[config.mk]
export PLATFORM = sky130hd
export DESIGN_NAME = rc4_crack_ctrl
export DESIGN_NICKNAME = d
export VERILOG_FILES = /design/src/rtl/rc4_pkg.sv /design/src/rtl/rc4_char_check.sv /design/src/rtl/rc4_crack_ctrl.sv
export SDC_FILE = /design/constraint.sdc
export NUM_CORES = 1
export LEC_CHECK = 0
export CAP_MARGIN = 20
export CORE_MARGIN = 2
export CORE_UTILIZATION = 41
export CTS_CLUSTER_DIAMETER = 80
export DETAILED_ROUTE_END_ITERATION = 16
export GPL_TIMING_DRIVEN = 0
export MAX_ROUTING_LAYER = met4
export PLACE_DENSITY = 0.81
export SYNTH_ARGS = -nofsm -noshare
export SYNTH_HDL_FRONTEND = slang
export SYNTH_SLANG_ARGS = --single-unit
[constraint.sdc]
create_clock -name CLOCK_50 -period 2.7 [get_ports CLOCK_50]
set_clock_uncertainty 0.2 [all_clocks]
set_input_delay 0.675 -clock CLOCK_50 [delete_from_list [all_inputs] [get_ports CLOCK_50]]
set_output_delay 0.675 -clock CLOCK_50 [all_outputs]
set_load 0.05 [all_outputs]
[src/rtl/rc4_pkg.sv]
// rc4_pkg: shared types and constants for the RC4 brute-force key search.
//   rc4_state_t : scheduler FSM state encoding
//   ASCII_*     : bounds of the accepted plaintext alphabet (a..z and space)
//   S_ADDR_W/S_DATA_W : geometry of the shared 256x8 S-memory port
//   is_plain()  : 1 when a decrypted byte belongs to the accepted alphabet
package rc4_pkg;

  localparam int S_ADDR_W = 8;
  localparam int S_DATA_W = 8;

  localparam logic [S_DATA_W-1:0] ASCII_LO = 8'h61;
  localparam logic [S_DATA_W-1:0] ASCII_HI = 8'h7A;
  localparam logic [S_DATA_W-1:0] ASCII_SP = 8'h20;

  typedef enum logic [2:0] {
    ST_IDLE    = 3'd0,
    ST_INIT    = 3'd1,
    ST_KSA     = 3'd2,
    ST_PRGA    = 3'd3,
    ST_NEXT    = 3'd4,
    ST_FOUND   = 3'd5,
    ST_EXHAUST = 3'd6
  } rc4_state_t;

  function automatic logic is_plain(input logic [S_DATA_W-1:0] c);
    return ((c >= ASCII_LO) && (c <= ASCII_HI)) || (c == ASCII_SP);
  endfunction

endpackage

[src/rtl/rc4_char_check.sv]
// rc4_char_check: plaintext quality flag for one candidate key.
// Ports:
//   clk        in  clock, rising edge
//   clear      in  synchronous clear of the flag (dominates a same-cycle bad char)
//   char_valid in  char_data holds a decrypted byte this cycle
//   char_data  in  decrypted byte
//   bad        out registered: some earlier byte since the last clear was bad
//   bad_now    out combinational: the byte presented this cycle is bad
// The controller ORs bad and bad_now so a bad byte arriving together with the
// PRGA completion pulse still counts against the key.
module rc4_char_check
  import rc4_pkg::*;
(
  input  logic                clk,
  input  logic                clear,
  input  logic                char_valid,
  input  logic [S_DATA_W-1:0] char_data,
  output logic                bad,
  output logic                bad_now
);

  logic bad_q;
  logic bad_d;

  assign bad_now = char_valid && !is_plain(char_data);

  always_comb begin
    bad_d = bad_q;
    if (clear) begin
      bad_d = 1'b0;
    end else if (bad_now) begin
      bad_d = 1'b1;
    end
  end

  always_ff @(posedge clk) begin
    bad_q <= bad_d;
  end

  assign bad = bad_q;

endmodule

[src/rtl/rc4_crack_ctrl.sv]
// rc4_crack_ctrl: top-level scheduler of the RC4 brute-force key search.
// Walks the secret key from KEY_START to KEY_END; for every key it runs the
// init (S[i]=i), KSA-swap and PRGA-decrypt engines in turn, grades each
// decrypted byte, and stops on the first key whose plaintext is entirely
// lowercase letters and spaces, or after KEY_END has failed.
//
// Optional feature (compile-time macro RC4_EARLY_ABORT_EN):
//   defined   - the first bad byte pulses prga_abort and moves to the next key
//               without waiting for prga_done.
//   undefined - prga_abort is tied low; every key waits for prga_done.
//
// Ports:
//   CLOCK_50                          in   clock, all logic on its rising edge
//   reset                             in   synchronous, active-high reset
//   start                             in   1-cycle pulse, begins a search (ignored while busy)
//   key                               out  key currently under test
//   init_start/ksa_start/prga_start   out  1-cycle engine start pulses
//   init_done/ksa_done/prga_done      in   1-cycle engine completion pulses
//   prga_abort                        out  1-cycle PRGA stop request
//   {init,ksa,prga}_{addr,wdata,wren} in   per-engine S-memory requests
//   s_addr/s_wdata/s_wren             out  S-memory port granted to the active engine
//   char_valid/char_data              in   decrypted byte stream from PRGA
//   busy/done/found/found_key         out  search status and result
//   dbg_state                         out  current FSM state
//
// Engine handshake: the controller raises <eng>_start for exactly the first
// cycle it spends in that engine's phase. The engine answers, some cycles
// later, with a single-cycle <eng>_done. A done pulse is acted on only while
// the controller is in that engine's phase; otherwise it is dropped. While a
// phase is active, only that engine's address/data/write-enable reach the
// S-memory port.
module rc4_crack_ctrl
  import rc4_pkg::*;
#(
  parameter int unsigned       KEY_W     = 24,
  parameter logic [KEY_W-1:0]  KEY_START = '0,
  parameter logic [KEY_W-1:0]  KEY_END   = KEY_W'(24'h3FFFFF)
) (
  input  logic                CLOCK_50,
  input  logic                reset,
  input  logic                start,
  output logic [KEY_W-1:0]    key,

  output logic                init_start,
  output logic                ksa_start,
  output logic                prga_start,
  input  logic                init_done,
  input  logic                ksa_done,
  input  logic                prga_done,
  output logic                prga_abort,

  input  logic [S_ADDR_W-1:0] init_addr,
  input  logic [S_DATA_W-1:0] init_wdata,
  input  logic                init_wren,
  input  logic [S_ADDR_W-1:0] ksa_addr,
  input  logic [S_DATA_W-1:0] ksa_wdata,
  input  logic                ksa_wren,
  input  logic [S_ADDR_W-1:0] prga_addr,
  input  logic [S_DATA_W-1:0] prga_wdata,
  input  logic                prga_wren,

  output logic [S_ADDR_W-1:0] s_addr,
  output logic [S_DATA_W-1:0] s_wdata,
  output logic                s_wren,

  input  logic                char_valid,
  input  logic [S_DATA_W-1:0] char_data,

  output logic                busy,
  output logic                done,
  output logic                found,
  output logic [KEY_W-1:0]    found_key,
  output rc4_state_t          dbg_state
);

  rc4_state_t       state_q, state_d;
  logic [KEY_W-1:0] key_q, key_d;
  logic [KEY_W-1:0] found_key_q, found_key_d;
  // Set for the first cycle after any state change; qualifies the start pulses.
  logic             first_q;

  logic             chk_clear;
  logic             chk_valid;
  logic             bad_seen;
  logic             bad_now;
  logic             abort_now;

  // ---------------------------------------------------------------------------
  // Plaintext grading. Bytes only count while PRGA owns the phase; the flag is
  // wiped for the whole INIT phase so each key starts clean.
  // ---------------------------------------------------------------------------
  assign chk_valid = char_valid && (state_q == ST_PRGA);
  assign chk_clear = reset || (state_q == ST_INIT);

  rc4_char_check u_char_check (
    .clk        (CLOCK_50),
    .clear      (chk_clear),
    .char_valid (chk_valid),
    .char_data  (char_data),
    .bad        (bad_seen),
    .bad_now    (bad_now)
  );

`ifdef RC4_EARLY_ABORT_EN
  // Leaving PRGA on the first bad byte means bad_seen can never already be
  // set here, so bad_now alone marks the first one.
  assign abort_now = (state_q == ST_PRGA) && bad_now;
`else
  assign abort_now = 1'b0;
`endif

  // ---------------------------------------------------------------------------
  // Next-state logic
  // ---------------------------------------------------------------------------
  always_comb begin
    state_d     = state_q;
    key_d       = key_q;
    found_key_d = found_key_q;

    case (state_q)
      ST_IDLE: begin
        if (start) begin
          state_d = ST_INIT;
          key_d   = KEY_START;
        end
      end

      ST_INIT: begin
        if (init_done) begin
          state_d = ST_KSA;
        end
      end

      ST_KSA: begin
        if (ksa_done) begin
          state_d = ST_PRGA;
        end
      end

      ST_PRGA: begin
        // An abort wins over a coincident prga_done: the key is already lost.
        if (abort_now) begin
          state_d = ST_NEXT;
        end else if (prga_done) begin
          if (bad_seen || bad_now) begin
            state_d = ST_NEXT;
          end else begin
            state_d     = ST_FOUND;
            found_key_d = key_q;
          end
        end
      end

      ST_NEXT: begin
        // KEY_END is the last key tried; the counter never wraps past it.
        if (key_q == KEY_END) begin
          state_d = ST_EXHAUST;
        end else begin
          key_d   = key_q + KEY_W'(1);
          state_d = ST_INIT;
        end
      end

      ST_FOUND, ST_EXHAUST: begin
        if (start) begin
          state_d = ST_INIT;
          key_d   = KEY_START;
        end
      end

      default: begin
        state_d = ST_IDLE;
      end
    endcase
  end

  // ---------------------------------------------------------------------------
  // State registers
  // ---------------------------------------------------------------------------
  always_ff @(posedge CLOCK_50) begin
    if (reset) begin
      state_q     <= ST_IDLE;
      key_q       <= KEY_START;
      found_key_q <= '0;
      first_q     <= 1'b0;
    end else begin
      state_q     <= state_d;
      key_q       <= key_d;
      found_key_q <= found_key_d;
      first_q     <= (state_d != state_q);
    end
  end

  // ---------------------------------------------------------------------------
  // Status and engine control
  // ---------------------------------------------------------------------------
  assign init_start = (state_q == ST_INIT) && first_q;
  assign ksa_start  = (state_q == ST_KSA)  && first_q;
  assign prga_start = (state_q == ST_PRGA) && first_q;
  assign prga_abort = abort_now;

  assign busy      = (state_q == ST_INIT) || (state_q == ST_KSA) ||
                     (state_q == ST_PRGA) || (state_q == ST_NEXT);
  assign done      = (state_q == ST_FOUND) || (state_q == ST_EXHAUST);
  assign found     = (state_q == ST_FOUND);
  assign found_key = found_key_q;
  assign key       = key_q;
  assign dbg_state = state_q;

  // ---------------------------------------------------------------------------
  // S-memory port mux: purely a function of the registered state, so a stray
  // request from an idle engine can never reach the memory.
  // ---------------------------------------------------------------------------
  always_comb begin
    s_addr  = '0;
    s_wdata = '0;
    s_wren  = 1'b0;
    case (state_q)
      ST_INIT: begin
        s_addr  = init_addr;
        s_wdata = init_wdata;
        s_wren  = init_wren;
      end
      ST_KSA: begin
        s_addr  = ksa_addr;
        s_wdata = ksa_wdata;
        s_wren  = ksa_wren;
      end
      ST_PRGA: begin
        s_addr  = prga_addr;
        s_wdata = prga_wdata;
        s_wren  = prga_wren;
      end
      default: begin
        s_addr  = '0;
        s_wdata = '0;
        s_wren  = 1'b0;
      end
    endcase
  end

endmodule

==> results.env, run 1 <==
POWER_PER_CELL_AREA_nW_PER_UM2=372
SYNTH-ASYNC-RESET-RATIO_PCT=0
CTS_MAX_PATH_BUFFERS=2
FLOORPLAN.INITIALDENSITY_PCT=42.6
YOSYS-TOP-CELLS-COUNT='sky130_fd_sc_hd__nor2_1 (96), sky130_fd_sc_hd__dfxtp_1 (53), sky130_fd_sc_hd__mux2i_1 (41)'
POST-ROUTE-PERIOD-UTIL_PCT=97.6
CORE.ROWCOUNT=30
DRV_CAP=0
GPL.FINAL_WEIGHTED_CONGESTION=0.881
MIN-DELAY-PATH-CLASS='flop to flop'
LAYOUT-DRIVE-GT1-SHARE_PCT=19.9
CTS_INSERTED_BUFFERS=5
PORT-BUFFER-COUNT=139
DRT_PRE_ANTENNA_ITERS=4
DRT.ANTENNA.VIOLATING_NETS=0
YS_SEQ_ELEMENTS=53
END_KIND='output port'
CRIT-REG2REG-LAUNCH='key[0]'
POSTROUTEWIRELENGTH_UM=8830
FLOORPLAN.IO_PINS=141
TRITONCTS='done'
DRT_DRC_VIOLATIONS_LEFT=0
CRITPATHLAUNCH='dbg_state[1]'
AREA_OF_THE_CORE_UM2=6870
PLACEDINSTANCEAREA_UM2=4560
WIRE_LENGTH_PER_CELL_AFTER_DETAILED_ROUTING_UM=14.3
CTS.CLK_SLEW.WORST_PATHS_NS=0.10
POST-SYNTH-TOP-COUNT-CELL='sky130_fd_sc_hd__nor2_1'
SLEW-LIMIT-HEADROOM_PCT=63.9
CRIT_PATH_START_KIND='flop'
FMAX_GHz=0.379
POST-ROUTE-CELL-AREA_UM2=4900
TIGHTESTPINTRANSITION_NS=0.542
YS_SEQ_AREA_SHARE_PCT=36.3
DIODES=0
GLOBAL_ROUTE_WIRE_LENGTH_BEFORE_REPAIR_UM=13800
STATIC-LEAKAGE-POWER_uW=0.00194
SYNTHESIS.NETS=435
OUTCOME='complete, no violations'
WHS_NS=0.305
SYNTHDOMINANTCELLAREASHARE_PCT=36.3
PEAKVDDDROP_V=0.000292
SYNTH_CELL_TYPE_COUNT=42
SYN_AVG_CELL_AREA_UM2=7.95
MIN_FROM='found_key[21]'
VIA_COUNT=3188
CRITICAL_PATH_REQUIRED_NS=1.82
VIAS_PER_CELL=5.16
RSZ0062_AT_GRT='yes'
FLOORPLAN.DIE_AREA_UM2=7830
SYN-INSTANCE-COUNT=368
NUMBER_OF_ENABLE_TYPE_REGISTER_CELLS_IN_THE_SYNTHESIZED_NETLIST=0
SYNTH_AREA_UM2=2930
AREA_GROWTH_PCT=67.4
HTREE_LEVELS=2
NUMBER_OF_ANTENNA_VIOLATIONS_AT_THE_FIRST_CHECK_IN_GLOBAL_ROUTING=0
CLOCK-SINKS=53
PERIOD_MINUS_SLACK_NS=2.64
SYNTH_LARGEST_AREA_CELL='sky130_fd_sc_hd__dfxtp_1'
YS_WARN_COUNT=0
PATH_MAX_FANOUT=10
FINAL_HOLD_VIOL_COUNT=0
GRT_START_MAX_NET_PINS=18
CP.ARRIVAL_NS=1.76
HORIZONTAL_EXTENT_OF_THE_DIE_UM=88.5
INSERTION_DELAY_NS=0.31
DETAILED_PLACE_HPWL_UM=6880
SETUP_VIOLATIONS=0
DESIGN.FINAL.NETS=588
CTSROOTBUFFERMASTER='sky130_fd_sc_hd__clkbuf_8'
SLEW_VIOL_FINAL=0
DIE-HEIGHT_UM=88.5
TIMING.REG2REG.WORST_PATH_DEPTH=9
SETUP.WORST_PATH.CLASS='flop to output port'
MIN_PATH_CELLS=2
YS.FLOP_TYPE='sky130_fd_sc_hd__dfxtp_1'
OVERFLOW=0
FIRST_GLOBAL_VIAS=3020
DETAIL_ROUTE.ITER0.VIOLATIONS=156
GRT_USE_TOTAL_PCT=22.9
SYNTH.AREA.TOP_CELLS='sky130_fd_sc_hd__dfxtp_1 (36%), sky130_fd_sc_hd__mux2i_1 (14%), sky130_fd_sc_hd__nor2_1 (12%), sky130_fd_sc_hd__xnor2_1 (6.9%), sky130_fd_sc_hd__a21oi_1 (4.3%)'
## area by class of cell
| cell class | instances | area [µm²] |
|---|---|---|
| Buffer | 25 | 190 |
| Clock buffer | 5 | 68.8 |
| Clock inverter | 3 | 22.5 |
| Fill cell | 551 | 1970 |
| Inverter | 5 | 18.8 |
| Multi-Input combinational cell | 285 | 1940 |
| Sequential cell | 53 | 1070 |
| Tap cell | 96 | 120 |
| Timing Repair Buffer | 146 | 1480 |
## cells by family after synthesis
kind of cell,after synthesis,share of synthesized area [%]
compound gates,45,9.06
xor+xnor,23,6.88
fa+ha+maj,1,0.427
buf+inv,30,4.62
flops,53,36.3
mux,41,14.0
other cells,1,0.128
simple gates,174,28.6
## state kept, by name, summed over array words and instances (netlist names)
name              count
found_key            24
dbg_state             3
first_q               1
key                  24
u_char_check.bad      1
## timing repair
action                                  in CTS  in global routing
pin swaps                                    3                  5
endpoints found under the setup margin      43                 64
gates cloned                                 0                  2
buffers inserted                             3                  2
resized for setup                          153                 40
hold buffers                                 0                  0
## cell usage in the layout (no fill, tap or decap), types with 7 or more instances in the layout
cell type                           n
sky130_fd_sc_hd__a21oi_1           14
sky130_fd_sc_hd__a21oi_2           12
sky130_fd_sc_hd__buf_2             13
sky130_fd_sc_hd__buf_6             12
sky130_fd_sc_hd__clkbuf_8           7
sky130_fd_sc_hd__clkdlybuf4s50_1  112
sky130_fd_sc_hd__dfxtp_1           51
sky130_fd_sc_hd__mux2i_1           41
sky130_fd_sc_hd__nand2_1           11
sky130_fd_sc_hd__nand3_1           13
sky130_fd_sc_hd__nor2_1            74
sky130_fd_sc_hd__nor2_2            11
sky130_fd_sc_hd__nor2_4            11
sky130_fd_sc_hd__nor3_1            10
sky130_fd_sc_hd__nor4_1             9
sky130_fd_sc_hd__xnor2_1           23
## worst max-delay path, stage by stage, from the launching register on
cell                       delay [ns]
sky130_fd_sc_hd__dfxtp_4         0.39
sky130_fd_sc_hd__buf_4           0.17
sky130_fd_sc_hd__clkbuf_8        0.20
sky130_fd_sc_hd__mux2i_1         0.27
sky130_fd_sc_hd__nor2_2          0.07
sky130_fd_sc_hd__a21oi_2         0.15
sky130_fd_sc_hd__nor2_4          0.04
sky130_fd_sc_hd__buf_6           0.15
## report_power, final
group / switching [µW] / internal [µW] / total [µW]
sequential: 6.66 / 789 / 795
clock: 272 / 182 / 454
combinational: 335 / 237 / 572
## final timing paths
check	slack [ns]	to
min reg2reg	0.31	found_key[21]
min	0.31	found_key[21]
max	0.06	s_wdata[5]
max reg2reg	0.17	key[13]
## metal layers
layer / track usage, % / share of wire, %
met1: 28.0 / 42
met2: 38.8 / 50
met3: 4.85 / 7.2
met4: 5.10 / 0.80
met5: - / 0
## metrics by stage
step / instances / setup TNS (ns) / setup WS (ns) / utilization [%] / power [µW]
detailed placement: 603 / -25.85 / -0.710 / 66.3 / 1350
global route: 618 / -0.463 / -0.0712 / 71.3 / 1890
finish: 618 / 0 / 0.0647 / 71.3 / 1820
global placement: 603 / -23.65 / -0.659 / 66.3 / 1350
floorplan: 368 / -0.213 / -0.114 / - / 1140
CTS: 614 / 0 / 0.00316 / 68.7 / 1810
No activity file was read; power rests on OpenSTA's default activity.
==> run 2: changes to the inputs <==
CORE_UTILIZATION = 37   (was 41)
PLACE_DENSITY = 0.77   (was 0.81)
clock period = 2.2 ns   (was 2.7 ns; I/O delays follow)
==> run 2 against run 1 <==
  * Flip-flop and latch count stayed put
  * Critical path type unchanged
  * Largest power group unchanged
  * Power increased by 39%
  * Cell count up 4.7%
  * Final area grew 15%
  * First-iteration DRC count is 31% lower
  * Clock-buffer cell count increased by 2
  * Clock power up 33%
  * Die area up 10%
  * Sequential share of layout area fell by 2.3 points
  * Routed wire length up 38%
  * The flow now finishes with violations (setup timing)
  * Highest routed layer unchanged
==> results.env, run 2 (same netlist as run 1, synthesis figures left out) <==
MULTI_INPUT_COMB_AREA_UM2=2210
CLOCK-SINKS=53
DESIGN.FINAL.NETS=611
INSERTION_DELAY_NS=0.31
POST-ROUTE-PERIOD-UTIL_PCT=117
AREA_OF_THE_CORE_UM2=7690
DETAILED_PLACE_HPWL_UM=7160
CRITICAL_PATH_REQUIRED_NS=1.45
NET-SWITCHING-POWER_uW=843
CRIT-REG2REG-CAPTURE='first_q'
WIRE_LENGTH_PER_CELL_AFTER_DETAILED_ROUTING_UM=18.8
INTERNAL_POWER_uW=1680
FLOORPLAN.IO_PINS=141
SLEW-LIMIT-HEADROOM_PCT=60.1
WHS_NS=0.295
SETUP.WORST_PATH.CLASS='flop to output port'
GRT_START_MAX_NET_PINS=16
DRT_DRC_VIOLATIONS_LEFT=0
SLEW_VIOL_FINAL=0
END_KIND='output port'
PATH_MAX_FANOUT=6
FINAL_CRITICAL_PATH_SETUP_SLACK_NS=-0.380
MOST-COMMON-LAYOUT-CELLS='sky130_fd_sc_hd__nor2_1 (67), sky130_fd_sc_hd__clkdlybuf4s50_1 (60), sky130_fd_sc_hd__dlygate4sd2_1 (47), sky130_fd_sc_hd__dfxtp_1 (36), sky130_fd_sc_hd__mux2i_1 (31)'
FIRST_GLOBAL_VIAS=3406
PORT-BUFFER-COUNT=139
TRITONCTS='done'
VIA_COUNT=3431
PEAKVDDDROP_V=0.000384
CTS_MAX_PATH_BUFFERS=2
DRT.ANTENNA.VIOLATING_NETS=0
DIODES=0
POST_CTS_HOLD_BUFFER_COUNT=0
PLACEDINSTANCEAREA_UM2=4670
GLOBAL_ROUTE_WIRE_LENGTH_BEFORE_REPAIR_UM=17200
SETUP_TOTAL_NEGATIVE_SLACK_NS=-6.61
REGISTER_AREA_UM2=1090
TIGHTESTPINTRANSITION_NS=0.596
CTSROOTBUFFERMASTER='sky130_fd_sc_hd__clkbuf_8'
CTS_INSERTED_BUFFERS=5
SETUP_VIOLATIONS=47
GPL.FINAL_WEIGHTED_CONGESTION=0.843
CTS.CLK_SLEW.WORST_PATHS_NS=0.09
NUMBER_OF_ANTENNA_VIOLATIONS_AT_THE_FIRST_CHECK_IN_GLOBAL_ROUTING=0
LAYOUT-DRIVE-GT1-SHARE_PCT=34.5
HTREE_LEVELS=2
CP.ARRIVAL_NS=1.83
POWER_FRAC_CLOCK_PCT=24.0
FINAL_HOLD_VIOL_COUNT=0
AREA_GROWTH_PCT=91.8
OUTCOME='finished, violations left'
POWER_PER_CELL_AREA_nW_PER_UM2=450
HORIZONTAL_EXTENT_OF_THE_DIE_UM=92.9
POST-ROUTE-CELL-AREA_UM2=5610
VIAS_PER_CELL=5.30
PWR-SHARE-SEQ_PCT=38.6
POSTROUTEWIRELENGTH_UM=12200
STATIC-LEAKAGE-POWER_uW=0.00252
CRIT-REG2REG-LAUNCH='key[9]'
DETAIL_ROUTE.ITER0.VIOLATIONS=108
UTILIZATION_OF_THE_CORE_AFTER_ROUTING_PCT=73.0
PERIOD_MINUS_SLACK_NS=2.58
CRITPATHLAUNCH='dbg_state[1]'
CORE.ROWCOUNT=32
FILL_CELLS=546
OVERFLOW=0
SETUP.WORST_PATH.END='s_wdata[5]'
DRV_CAP=0
FMAX_GHz=0.388
COMBINATIONAL_CELL_FRACTION_OF_TOTAL_POWER_PCT=37.4
FLOORPLAN.INITIALDENSITY_PCT=38.1
DRT_PRE_ANTENNA_ITERS=5
TIMING.REG2REG.WORST_PATH_DEPTH=6
R2R_SETUP_SLACK_NS=-0.01
FLOORPLAN.DIE_AREA_UM2=8640
POWER_SWITCHING_SHARE_PCT=33.4
MOSTFREQUENTLAYOUTCELL='sky130_fd_sc_hd__nor2_1'
RSZ0062_AT_GRT='yes'
DIE-HEIGHT_UM=92.9
CRIT_PATH_START_KIND='flop'
MIN-DELAY-PATH-CLASS='flop to flop'
GRT_USE_TOTAL_PCT=25.4
FAILING_CHECKS='setup timing'
run 2: changes by cell type in the layout (fill, tap and decap cells not counted), moves of 8 or more:
cell / previous run / this run
sky130_fd_sc_hd__nor2_4: 11 / 20
sky130_fd_sc_hd__buf_8: 4 / 12
sky130_fd_sc_hd__buf_4: 6 / 21
sky130_fd_sc_hd__mux2i_1: 41 / 31
sky130_fd_sc_hd__buf_6: 12 / 21
sky130_fd_sc_hd__dfxtp_2: 1 / 13
sky130_fd_sc_hd__dlygate4sd2_1: 0 / 47
sky130_fd_sc_hd__clkdlybuf4s50_1: 112 / 60
sky130_fd_sc_hd__buf_2: 13 / 2
sky130_fd_sc_hd__dfxtp_1: 51 / 36
run 2: final cells by class:
cell class,count,share of cell area [%]
Inverter,5,0.334
Multi-Input combinational cell,285,39.3
Sequential cell,53,19.5
Clock inverter,1,0.0891
Timing Repair Buffer,169,31.3
Tap cell,102,2.27
Clock buffer,7,1.72
Buffer,25,5.55
run 2: power groups by stage:
stage / clock (µW) / combinational (µW) / sequential [µW]
4_1_cts: 605 / 849 / 975
3_5_place_dp: 0 / 693 / 995
6_report: 606 / 947 / 976
5_1_grt: 642 / 984 / 978
2_1_floorplan: 0 / 413 / 1010
3_3_place_gp: 0 / 684 / 995
run 2: worst max-delay path, cell delays in order, from the launching register on:
cell and delay [ns]:
sky130_fd_sc_hd__dfxtp_4 0.39, sky130_fd_sc_hd__clkbuf_16 0.17, sky130_fd_sc_hd__clkbuf_16 0.16, sky130_fd_sc_hd__mux2i_4 0.26, sky130_fd_sc_hd__nor2_2 0.07, sky130_fd_sc_hd__a21oi_2 0.22
sky130_fd_sc_hd__nor2_4 0.08, sky130_fd_sc_hd__buf_8 0.16
run 2: timing repair:
item | CTS | global route
pin swaps | 9 | 23
resized for setup | 298 | 63
endpoints found under the setup margin | 120 | 75
gates cloned | 5 | 0
setup buffers | 14 | 12
run 2: metrics by stage:
step / instances / setup WS, ns / power, µW
finish: 647 / -0.380 / 2530
global route: 647 / -0.407 / 2600
CTS: 636 / -0.272 / 2430
detailed placement: 609 / -0.775 / 1690
global placement: 609 / -0.737 / 1680
floorplan: 368 / -0.172 / 1420
run 2: routing by layer:
metal  up-vias  global-route usage [%]  wire, µm
li1       1613                       -         -
met5         -                       -         0
met2       162                    45.7      6270
met3        25                    4.80       913
met4         0                    6.13       269
met1      1631                    29.3      4710
run 2: worst min-delay path by stage:
stage                     start                to  cells past startpoint
2_1_floorplan  u_char_check.bad  u_char_check.bad                      2
3_3_place_gp      found_key[10]     found_key[10]                      2
3_5_place_dp      found_key[16]     found_key[16]                      2
4_1_cts           found_key[16]     found_key[16]                      2
5_1_grt            found_key[7]      found_key[7]                      2
6_report          found_key[16]     found_key[16]                      2
